===== src/rtl/pipeline_pkg.sv =====
// Shared pipeline definitions: access-size codes, control-bus bit positions
// and the memory-access stage state encoding.
package pipeline_pkg;

  localparam logic [1:0] SZ_B = 2'b00;
  localparam logic [1:0] SZ_H = 2'b01;
  localparam logic [1:0] SZ_W = 2'b10;
  localparam logic [1:0] SZ_D = 2'b11;

  localparam int ST_BIT  = 0;
  localparam int LD_BIT  = 1;
  localparam int SZ_LSB  = 2;
  localparam int UNS_BIT = 4;

  typedef enum logic {
    IDLE,
    ACCESS
  } ma_state_t;

endpackage


===== src/rtl/ma_lane_align.sv =====
// Lane formatting for data memory: store replication, byte enables,
// load extraction with sign/zero extension, and the alignment check.
module ma_lane_align
  import pipeline_pkg::*;
#(
  parameter  int XLEN = 32,
  localparam int NB   = XLEN / 8,
  localparam int OFFW = $clog2(NB)
) (
  input  logic [OFFW-1:0] offset,
  input  logic [1:0]      size,
  input  logic            uns,
  input  logic [XLEN-1:0] op2,
  input  logic [XLEN-1:0] rdata,
  output logic [XLEN-1:0] wdata,
  output logic [NB-1:0]   be,
  output logic [XLEN-1:0] ld_data,
  output logic            misalign
);

  logic [XLEN-1:0] shifted;
  logic [XLEN-1:0] mask;
  logic            sign;

  always_comb begin
    // NOTE: every output gets a default before the case so no latch is inferred.
    wdata    = '0;
    be       = '0;
    mask     = '0;
    sign     = 1'b0;
    misalign = 1'b0;
    shifted  = rdata >> {offset, 3'b000};
    unique case (size)
      SZ_B: begin
        wdata = {NB{op2[7:0]}};
        be    = NB'(1) << offset;
        mask  = XLEN'(8'hFF);
        sign  = shifted[7];
      end
      SZ_H: begin
        wdata    = {(NB/2){op2[15:0]}};
        be       = NB'(2'b11) << offset;
        mask     = XLEN'(16'hFFFF);
        sign     = shifted[15];
        misalign = offset[0];
      end
      SZ_W: begin
        wdata    = {(NB/4){op2[31:0]}};
        be       = NB'(4'hF) << offset;
        mask     = XLEN'(32'hFFFF_FFFF);
        sign     = shifted[31];
        misalign = (offset[1:0] != 2'b00);
      end
      SZ_D: begin
        // A doubleword cannot be accessed on a 32-bit datapath at all.
        wdata    = op2;
        be       = '1;
        mask     = '1;
        misalign = (XLEN == 32) || (offset != '0);
      end
    endcase
    ld_data = (shifted & mask) | ({XLEN{sign & ~uns}} & ~mask);
  end

endmodule


===== src/rtl/ma_stage_pipelined.sv =====
// Registered memory-access stage: accepts one instruction at a time, runs a
// req/ready data-memory access for loads/stores and stalls upstream meanwhile.
module ma_stage_pipelined
  import pipeline_pkg::*;
#(
  parameter int XLEN    = 32,
  parameter int CTRL_W  = 22,
  parameter int ST_BIT  = pipeline_pkg::ST_BIT,
  parameter int LD_BIT  = pipeline_pkg::LD_BIT,
  parameter int SZ_LSB  = pipeline_pkg::SZ_LSB,
  parameter int UNS_BIT = pipeline_pkg::UNS_BIT
) (
  input  logic                clk,
  input  logic                reset,
  input  logic                in_valid,
  output logic                in_ready,
  input  logic [XLEN-1:0]     input_MA_PC,
  input  logic [XLEN-1:0]     input_MA_ALU_Result,
  input  logic [XLEN-1:0]     input_MA_op2,
  input  logic [31:0]         input_MA_IR,
  input  logic [CTRL_W-1:0]   input_MA_controlBus,
  output logic                mem_req,
  output logic                mem_we,
  output logic [XLEN-1:0]     mem_addr,
  output logic [XLEN-1:0]     mem_wdata,
  output logic [XLEN/8-1:0]   mem_be,
  input  logic [XLEN-1:0]     mem_rdata,
  input  logic                mem_ready,
  output logic                out_valid,
  output logic [XLEN-1:0]     output_MA_PC,
  output logic [XLEN-1:0]     output_MA_ALU_Result,
  output logic [31:0]         output_MA_IR,
  output logic [CTRL_W-1:0]   output_MA_controlBus,
  output logic [XLEN-1:0]     MA_Ld_Result,
  output logic                misalign
);

  localparam int NB   = XLEN / 8;
  localparam int OFFW = $clog2(NB);

  ma_state_t state, state_next;

  logic [XLEN-1:0]   hold_pc, hold_alu, hold_op2;
  logic [31:0]       hold_ir;
  logic [CTRL_W-1:0] hold_ctrl;

  // Lane logic checks the incoming instruction in IDLE and formats the held one in ACCESS.
  logic [OFFW-1:0] cur_off;
  logic [1:0]      cur_size;
  logic            in_mem, hold_ld;
  logic [XLEN-1:0] ln_wdata, ln_ld;
  logic [NB-1:0]   ln_be;
  logic            ln_mis;

  assign cur_off  = (state == ACCESS) ? hold_alu[OFFW-1:0] : input_MA_ALU_Result[OFFW-1:0];
  assign cur_size = (state == ACCESS) ? hold_ctrl[SZ_LSB +: 2] : input_MA_controlBus[SZ_LSB +: 2];
  assign in_mem   = input_MA_controlBus[ST_BIT] | input_MA_controlBus[LD_BIT];
  assign hold_ld  = hold_ctrl[LD_BIT] & ~hold_ctrl[ST_BIT];

  ma_lane_align #(.XLEN(XLEN)) u_lane (
    .offset   (cur_off),
    .size     (cur_size),
    .uns      (hold_ctrl[UNS_BIT]),
    .op2      (hold_op2),
    .rdata    (mem_rdata),
    .wdata    (ln_wdata),
    .be       (ln_be),
    .ld_data  (ln_ld),
    .misalign (ln_mis)
  );

  always_comb begin
    state_next = state;
    in_ready   = 1'b0;
    mem_req    = 1'b0;
    unique case (state)
      IDLE: begin
        in_ready = 1'b1;
        if (in_valid && in_mem && !ln_mis) state_next = ACCESS;
      end
      ACCESS: begin
        mem_req = 1'b1;
        if (mem_ready) state_next = IDLE;
      end
    endcase
  end

  assign mem_we    = mem_req & hold_ctrl[ST_BIT];
  assign mem_addr  = mem_req ? {hold_alu[XLEN-1:OFFW], {OFFW{1'b0}}} : '0;
  assign mem_wdata = mem_req ? ln_wdata : '0;
  assign mem_be    = mem_req ? ln_be : '0;

  always_ff @(posedge clk or posedge reset) begin
    // NOTE: sequential state uses non-blocking assignments so every register samples pre-edge values.
    if (reset) state <= IDLE;
    else       state <= state_next;
  end

  always_ff @(posedge clk or posedge reset) begin
    if (reset) begin
      hold_pc              <= '0;
      hold_alu             <= '0;
      hold_op2             <= '0;
      hold_ir              <= '0;
      hold_ctrl            <= '0;
      out_valid            <= 1'b0;
      output_MA_PC         <= '0;
      output_MA_ALU_Result <= '0;
      output_MA_IR         <= '0;
      output_MA_controlBus <= '0;
      MA_Ld_Result         <= '0;
      misalign             <= 1'b0;
    end else begin
      out_valid <= 1'b0;
      if (state == IDLE && in_valid) begin
        if (in_mem && !ln_mis) begin
          hold_pc   <= input_MA_PC;
          hold_alu  <= input_MA_ALU_Result;
          hold_op2  <= input_MA_op2;
          hold_ir   <= input_MA_IR;
          hold_ctrl <= input_MA_controlBus;
        end else begin
          out_valid            <= 1'b1;
          output_MA_PC         <= input_MA_PC;
          output_MA_ALU_Result <= input_MA_ALU_Result;
          output_MA_IR         <= input_MA_IR;
          output_MA_controlBus <= input_MA_controlBus;
          MA_Ld_Result         <= '0;
          misalign             <= in_mem & ln_mis;
        end
      end else if (state == ACCESS && mem_ready) begin
        out_valid            <= 1'b1;
        output_MA_PC         <= hold_pc;
        output_MA_ALU_Result <= hold_alu;
        output_MA_IR         <= hold_ir;
        output_MA_controlBus <= hold_ctrl;
        MA_Ld_Result         <= hold_ld ? ln_ld : '0;
        misalign             <= 1'b0;
      end
    end
  end

endmodule


===== config.mk =====
export PLATFORM = sky130hd
export DESIGN_NAME = ma_stage_pipelined
export DESIGN_NICKNAME = d
export VERILOG_FILES = /design/src/rtl/pipeline_pkg.sv /design/src/rtl/ma_lane_align.sv /design/src/rtl/ma_stage_pipelined.sv
export SDC_FILE = /design/constraint.sdc
export NUM_CORES = 1
export LEC_CHECK = 0
export CAP_MARGIN = 40
export CORE_MARGIN = 8
export CORE_UTILIZATION = 42
export CTS_CLUSTER_SIZE = 28
export DETAILED_ROUTE_END_ITERATION = 6
export PLACE_DENSITY = 0.75
export REMOVE_ABC_BUFFERS = 1
export SLEW_MARGIN = 20
export SYNTH_ARGS = -nofsm -noshare
export SYNTH_HDL_FRONTEND = slang
export SYNTH_HIERARCHICAL = 1
export SYNTH_SLANG_ARGS = --single-unit

===== constraint.sdc =====
create_clock -name clk -period 10.22 [get_ports clk]
set_clock_uncertainty 0.2 [all_clocks]
set_input_delay 2.044 -clock clk [delete_from_list [all_inputs] [get_ports clk]]
set_output_delay 2.044 -clock clk [all_outputs]
set_load 0.1 [all_outputs]

==> run summary, run 1 <==
The run finished with clean final reports. The CTS sink count was 303. The via count of the first global-routing pass is 12.7k. The signal on the critical path passes through clkdlybuf4s50_1, mux2_2, inv_1, ha_1, nor2_1, nor2_1, nand2_1, nand2_1, and2_1, clkdlybuf4s50_1, buf_8. The overall track demand over capacity in global routing is 23.8%. The run gives 608 as the number of DRC violations after detailed-routing iteration 0. The synthesized cell area came out at 0.0144 mm². The capturing element type of the critical path is a primary output. In this run, CTS created clock tree buffers numbering 35. Max-slew violation count: 0.

The tightest min-delay check is of the reg -> reg type. The tools report the worst min-delay path endpoint as hold_ctrl[6]$_DFFE_PP0P_. The largest single stage delay on the critical path is 0.52 ns. The first global-routing pass estimated 76900 µm of wire. Highest clock frequency the design can meet: 133 MHz.

Worst min-delay path startpoint: hold_ctrl[6]$_DFFE_PP0P_. Maximum clock path buffer count: 3. The tools report the initial antenna violation count as 6. Compared with the post-synthesis result, the final layout area differs by 72.3%.

The cell chosen for the clock root is sky130_fd_sc_hd__clkbuf_16. The tools report the initial standard-cell utilization of the core as 42.2%. At the later pin of the worst-skew pair, clock insertion delay measures 0.51 ns. The die area was 0.0406 mm². After synthesis, the mean cell area works out to 13.6 µm². The pre-antenna-repair detailed-routing pass consisted of 5 iterations. For the final weighted congestion in routability-driven placement, the log shows 0.849. Dividing the detail-routed wire length by the instance count gives 23.2 µm. The region available for standard cell placement spans 0.0342 mm². The final period utilization was 73.7%; the worst-case headroom to the max-slew limit was 44.4%.

For the finished layout, the period the worst path requires is 7.54 ns. The count of hold buffers inserted by post-cts repair is 0, and the share of layout cells above drive strength 1 is 35.0%. The worst setup path is launched from an input port. The number of vias per cell after detailed routing is 5.25, and the biggest fanout along the worst timing path is 19. The number of maximum-capacitance violations came out at 0.

For this design the top-level I/O count stands at 409. Setup repair after global routing left no endpoint under its margin. TritonCTS built the clock tree. In this run, synthesis produced a sequential element count of 303. Clock-pin slew was measured on the worst setup and hold paths at 0.06 ns. The number of instances resized during post-cts repair is 0, and the row count is 68. Number of enable flip-flop cells after synthesis: 0.

In this run the number of H-tree levels came out at 2. Measured along the y axis, the die boundary spans 201 µm. Number of buffers and inverters on the critical path: 4. With fillers left out, the area of the finished cells amounts to 0.0249 mm².

After clock tree synthesis, the setup repair step added 0 buffers. The startpoint identified for the worst register-to-register timing path is state$_DFF_PP0_. The library cells used most frequently in the layout, excluding fill and tap cells, are 406 x sky130_fd_sc_hd__clkdlybuf4s50_1, 302 x sky130_fd_sc_hd__dfrtp_1, 275 x sky130_fd_sc_hd__mux2_2, 124 x sky130_fd_sc_hd__buf_16, 123 x sky130_fd_sc_hd__mux2_1. The depth of the worst hold-timing path is 1, and the proportion of synthesized chip area in sequential cells is 52.5%. In this run the horizontal extent of the chip is 201 µm. The most instantiated flip-flop cell in the synthesis netlist is sky130_fd_sc_hd__dfrtp_1. The async set or reset register ratio after synthesis was 100%; the worst path required time was 7.98 ns. Entering global routing, the biggest net connects 77 pins. The library cell used most frequently in the layout, excluding fill and tap cells, is sky130_fd_sc_hd__clkdlybuf4s50_1.

The run gives 0.0237 mm² as the cell area after placement. The number of nets in the finished design is 1851, and the count of endpoints failing hold in the final timing report is 0. The tools report the aggregate routed wire length as 49700 µm. The critical-path cell with the highest stage delay was sky130_fd_sc_hd__clkdlybuf4s50_1.

At the worst endpoint, the arrival time is 5.29 ns. The slew at the pin closest to its max-slew limit is 0.834 ns. The logs give 0 for the number of antenna-violating nets in the routed design and 1060 for the instance count of the mapped netlist. The count of unique library cells instantiated by Yosys is 49, and the number of remaining DRC errors is 0. Measured in cells, the most critical reg-to-reg path has a length of 13. The cell family contributing the most delay on the critical path is buffers and inverters.

The setup check on the worst reg-to-reg path leaves a slack of 5.06 ns. For this run, the number of Yosys warnings is 6. Setup violations remaining at the end of the flow were counted as 0.

The endpoint identified for the worst register-to-register timing path is output_MA_IR[14]$_DFFE_PP0P_. The logs give 11.2k for the routed via count and 2051 for the fill cell instance count of the final layout. The HPWL after detailed placement is 36000 µm. The critical path is of the in -> out type.

For this run the aggregate overflow at the end of global routing stands at 0. The number of port buffers works out to 406.
[worst reg2reg max path, cell delays in order (launching register included)]
cell and delay (ns):
sky130_fd_sc_hd__dfrtp_2 0.39, sky130_fd_sc_hd__buf_4 0.65, sky130_fd_sc_hd__mux2_2 0.87, sky130_fd_sc_hd__nor2_1 0.19
sky130_fd_sc_hd__nor2_1 0.15, sky130_fd_sc_hd__nor2_1 0.07, sky130_fd_sc_hd__nor2_1 0.12, sky130_fd_sc_hd__o21bai_2 0.21
sky130_fd_sc_hd__a22oi_4 0.07, sky130_fd_sc_hd__buf_4 0.29, sky130_fd_sc_hd__inv_4 0.63, sky130_fd_sc_hd__buf_4 0.46
sky130_fd_sc_hd__buf_16 0.30, sky130_fd_sc_hd__mux2_2 0.45
[Yosys cell counts (4+ instances only)]
| cell type | n | area, µm² |
|---|---|---|
| sky130_fd_sc_hd__mux2i_1 | 17 | 170 |
| sky130_fd_sc_hd__o311ai_0 | 6 | 52.6 |
| sky130_fd_sc_hd__and2_1 | 67 | 419 |
| sky130_fd_sc_hd__o211ai_1 | 7 | 52.6 |
| sky130_fd_sc_hd__a22o_1 | 35 | 307 |
| sky130_fd_sc_hd__ha_1 | 7 | 87.6 |
| sky130_fd_sc_hd__a211oi_1 | 7 | 52.6 |
| sky130_fd_sc_hd__nand2_1 | 23 | 86.3 |
| sky130_fd_sc_hd__o21ai_0 | 6 | 30.0 |
| sky130_fd_sc_hd__buf_1 | 4 | 15.0 |
| sky130_fd_sc_hd__mux2_2 | 275 | 3100 |
| sky130_fd_sc_hd__nor2b_1 | 8 | 50.1 |
| sky130_fd_sc_hd__buf_2 | 36 | 180 |
| sky130_fd_sc_hd__nand2b_1 | 4 | 25.0 |
| sky130_fd_sc_hd__dfrtp_1 | 303 | 7580 |
| sky130_fd_sc_hd__clkbuf_1 | 18 | 67.6 |
| sky130_fd_sc_hd__inv_1 | 7 | 26.3 |
| sky130_fd_sc_hd__mux2_1 | 123 | 1390 |
| sky130_fd_sc_hd__nor2_1 | 18 | 67.6 |
| sky130_fd_sc_hd__buf_4 | 24 | 180 |
| sky130_fd_sc_hd__a21oi_1 | 17 | 85.1 |
| sky130_fd_sc_hd__a22oi_1 | 5 | 37.5 |
| sky130_fd_sc_hd__nand3_1 | 9 | 45.0 |
[per-stage QoR]
step	cells	hold slack, ns	setup slack [ns]	setup TNS, ns	utilization (%)
floorplan	976	0.252	-0.398	-120.68	-
global placement	1849	0.261	2.47	0	54.7
detailed placement	2076	0.268	2.72	0	69.2
CTS	2137	0.282	2.70	0	72.7
global route	2140	0.301	2.52	0	72.7
finish	2140	0.279	2.68	0	72.7
[state kept, by name, indices dropped and copies added, names as in the netlist]
name / count
output_MA_controlBus: 22
output_MA_IR: 32
hold_ir: 32
out_valid: 1
MA_Ld_Result: 32
hold_op2: 32
output_MA_PC: 32
output_MA_ALU_Result: 32
state: 1
hold_ctrl: 22
misalign: 1
hold_alu: 32
hold_pc: 32
[cell families (layout without fill, tap and decap cells)]
| family | count (synthesis) | in the layout | synth area share, % |
|---|---|---|---|
| AOI/OAI and AO/OA | 98 | 98 | 5.49 |
| adders and majority gates | 7 | 7 | 0.607 |
| buffers and inverters | 93 | 714 | 3.51 |
| DFF | 303 | 303 | 52.5 |
| muxes | 416 | 416 | 32.3 |
| other | 1 | 5 | 0.0260 |
| and+or+nand+nor | 142 | 142 | 5.50 |
[layer usage]
| metal | up-vias | part of all wire, % | GRT usage (%) |
|---|---|---|---|
| li1 | 4981 | - | - |
| met1 | 5666 | 37 | 26.9 |
| met2 | 492 | 51 | 42.4 |
| met3 | 101 | 7.6 | 6.79 |
| met4 | 4 | 3.6 | 8.37 |
| met5 | - | 0.054 | 0 |
[layout make-up]
type / instances / area, µm² / area share, %
multi-input combinational: 665 / 6370 / 25.6
clock inverter: 7 / 93.8 / 0.377
inverter: 8 / 40.0 / 0.161
timing repair buffer: 645 / 9110 / 36.6
tap: 455 / 569 / 2.29
sequential: 303 / 7580 / 30.5
antenna: 3 / 7.51 / 0.0302
clock buffer: 54 / 1100 / 4.42
[worst max path at each step]
stage / slack (ns) / startpoint / cells after the start / to
finish: 2.68 / input_MA_controlBus[3] / 11 / mem_wdata[8]
global route: 2.52 / input_MA_controlBus[3] / 11 / mem_wdata[12]
detailed placement: 2.72 / input_MA_controlBus[3] / 11 / mem_wdata[8]
global placement: 2.47 / input_MA_controlBus[3] / 10 / mem_wdata[11]
floorplan: -0.40 / reset / 1 / MA_Ld_Result[0]$_DFFE_PP0P_
CTS: 2.70 / input_MA_controlBus[3] / 11 / mem_wdata[12]
Power of run 1 is left out: the tool's default activity adds up to more than one toggle a clock period on the data nets, which glitch-free logic cannot reach.
==> run 2, diff against run 1 <==
==> constraint.sdc (replaced) <==
create_clock -name clk -period 6.49 [get_ports clk]
set_clock_uncertainty 0.2 [all_clocks]
set_input_delay 1.298 -clock clk [delete_from_list [all_inputs] [get_ports clk]]
set_output_delay 1.298 -clock clk [all_outputs]
set_load 0.1 [all_outputs]
==> run summary, run 2 (synthesized netlist as in run 1, its figures left out) <==
The average wire length per cell after detail routing came out at 23.0 µm. Clock latency on the worst-skew pair, taken at its later pin, is 0.53 ns. In this run the worst setup path terminates at mem_wdata[8]. The biggest fanout along the worst timing path is 20.

The count of endpoints failing hold in the final timing report was 0. In this run the critical register-to-register path is captured at hold_ctrl[15]$_DFFE_PP0P_. The aggregate routed wire length was 48900 µm; the wire length of the first global-routing pass was 75700 µm. The cell sitting at the root of the clock tree is a sky130_fd_sc_hd__clkbuf_16. The slack of the worst reg-to-reg path is 2.14 ns. The worst path required time is 4.99 ns. The tools report the via count of the first global-routing pass as 12.6k. For this configuration, the core starts out at a cell density of 42.2%.

The run finished with clean final reports. The number of DRC violations after detailed-routing iteration 0 was 458; the final period utilization was 86.6%. Global routing used 23.5% of the available tracks across all layers.

The initial antenna violation count is 9. The logs give 45.0% for the worst-case headroom to the max-slew limit and 0 for the number of instances resized during post-cts repair. The sequential cells in the finished layout cover a total of 0.00758 mm².

The logs give 0.00637 mm² for the area of the multi-input gates and 0.280 ns for the final worst hold slack. The library cells used most frequently in the layout, excluding fill and tap cells, are 384 x sky130_fd_sc_hd__clkdlybuf4s50_1, 302 x sky130_fd_sc_hd__dfrtp_1, 275 x sky130_fd_sc_hd__mux2_2, 123 x sky130_fd_sc_hd__mux2_1, 110 x sky130_fd_sc_hd__buf_16. Counting cells, the worst reg-to-reg path comes to 9. In this run, post-CTS hold repair placed 0 buffers.

In this run the tool buffered the top-level ports with 406 buffer cells. Using the TritonRoute via totals, the vias-per-cell ratio works out to 5.27. For the die area, the log shows 0.0406 mm².

The die extent in x works out to 201 µm. TritonCTS built the clock tree. The tools report the capturing element type of the critical path as a primary output. Timing would allow up to 178 MHz.

The final standard cell utilization of the core is 71.1%, and the number of buffers created by CTS is 36. Share of layout cells above drive strength 1: 35.0%. Setup violations remaining at the end of the flow were counted as 0. For the max-slew violation count, the log shows 0.

Setup repair after global routing left no endpoint under its margin. After global routing the overflow that remains totals 0. The fill cell instance count of the final layout was 2116; the number of iterations in the first detailed-routing pass was 4.

The number of nets in the finished design is 1829. Counting along the longest clock path gives a buffer depth of 3. The start point of the critical path was input_MA_controlBus[3]. STA classifies the critical path startpoint as an input port. Max-cap violations in this run came to 0. The area growth from synthesis to layout is 68.6%. Entering global routing, the biggest net connects 143 pins. In this run the standard cell core region covers 0.0342 mm². Leaving out fill and tap cells, the most frequent cell in the layout is sky130_fd_sc_hd__clkdlybuf4s50_1. The startpoint identified for the worst register-to-register timing path is state$_DFF_PP0_.

For this run, design rule violations remaining after detail routing come to 0. The slew at the pin closest to its max-slew limit is 0.824 ns. The H-tree was split into 2 levels.

The worst setup path is of the in -> out kind. Summing all placed instances gives a cell area of 0.0232 mm². The logs give 0.845 for the final weighted congestion in routability-driven placement and 68 for the row count.

The number of setup buffers added after CTS is 0. For the number of antenna-violating nets in the routed design, the log shows 0. After layout, the minimum clock period comes to 5.62 ns. Clock-pin slew was measured on the worst setup and hold paths at 0.06 ns. STA puts the critical path data arrival time at 4.12 ns. The CTS sink count was 303; the routed via count was 11.2k. The finished cells cover 0.0243 mm². The worst hold-check path type is reg -> reg.

The vertical extent of the die came out at 201 µm. Summed over all nets, the half-perimeter wirelength after detailed placement is 35500 µm. For this design the top-level I/O count stands at 409.
-- run 2: cell types whose count changed in the layout (fill, tap and decap cells not counted), moves of 5 or more --
| cell | delta |
|---|---|
| sky130_fd_sc_hd__clkdlybuf4s50_1 | -22 |
| sky130_fd_sc_hd__buf_16 | -14 |
| sky130_fd_sc_hd__buf_4 | +14 |
| sky130_fd_sc_hd__buf_8 | -13 |
| sky130_fd_sc_hd__buf_12 | +12 |
| sky130_fd_sc_hd__diode_2 | +7 |
| sky130_fd_sc_hd__clkbuf_1 | +6 |
| sky130_fd_sc_hd__clkbuf_8 | -5 |
-- run 2: how the worst min path moves through the flow --
stage,cells past startpoint,slack [ns],startpoint,end
global route,1,0.30,hold_pc[27]$_DFFE_PP0P_,hold_pc[27]$_DFFE_PP0P_
global placement,1,0.26,hold_ir[14]$_DFFE_PP0P_,hold_ir[14]$_DFFE_PP0P_
detailed placement,1,0.27,hold_pc[6]$_DFFE_PP0P_,hold_pc[6]$_DFFE_PP0P_
finish,1,0.28,hold_ctrl[6]$_DFFE_PP0P_,hold_ctrl[6]$_DFFE_PP0P_
floorplan,1,0.25,hold_ctrl[10]$_DFFE_PP0P_,hold_ctrl[10]$_DFFE_PP0P_
CTS,1,0.28,hold_pc[6]$_DFFE_PP0P_,hold_pc[6]$_DFFE_PP0P_
-- run 2: stage by stage --
step	instances	setup slack, ns	setup TNS [ns]
global route	2122	0.675	0
global placement	1853	1.01	0
detailed placement	2052	0.868	0
floorplan	976	-3.38	-1297.82
finish	2123	0.873	0
CTS	2112	0.846	0
-- run 2: cell type report --
type	count	area share, %
antenna	10	0.103
inverter	8	0.165
clock buffer	55	4.33
tap	455	2.34
clock inverter	5	0.159
timing repair buffer	622	35.6
multi-input combinational	665	26.2
sequential	303	31.2
-- run 2: worst max-delay path: stages --
cell and delay, ns:
sky130_fd_sc_hd__clkdlybuf4s50_1 0.51, sky130_fd_sc_hd__mux2_2 0.48, sky130_fd_sc_hd__inv_1 0.16, sky130_fd_sc_hd__ha_1 0.46
sky130_fd_sc_hd__nor2_1 0.61, sky130_fd_sc_hd__nand2_1 0.13, sky130_fd_sc_hd__nand2_1 0.09, sky130_fd_sc_hd__and2_1 0.18
sky130_fd_sc_hd__buf_12 0.19
-- run 2: metal layers --
metal / GRT usage (%) / share of wire, %
met4: 10.8 / 4.2
met5: 0 / 0
met3: 6.45 / 7.1
met1: 26.1 / 37
met2: 41.5 / 52
Power of run 2 is left out for the same reason.
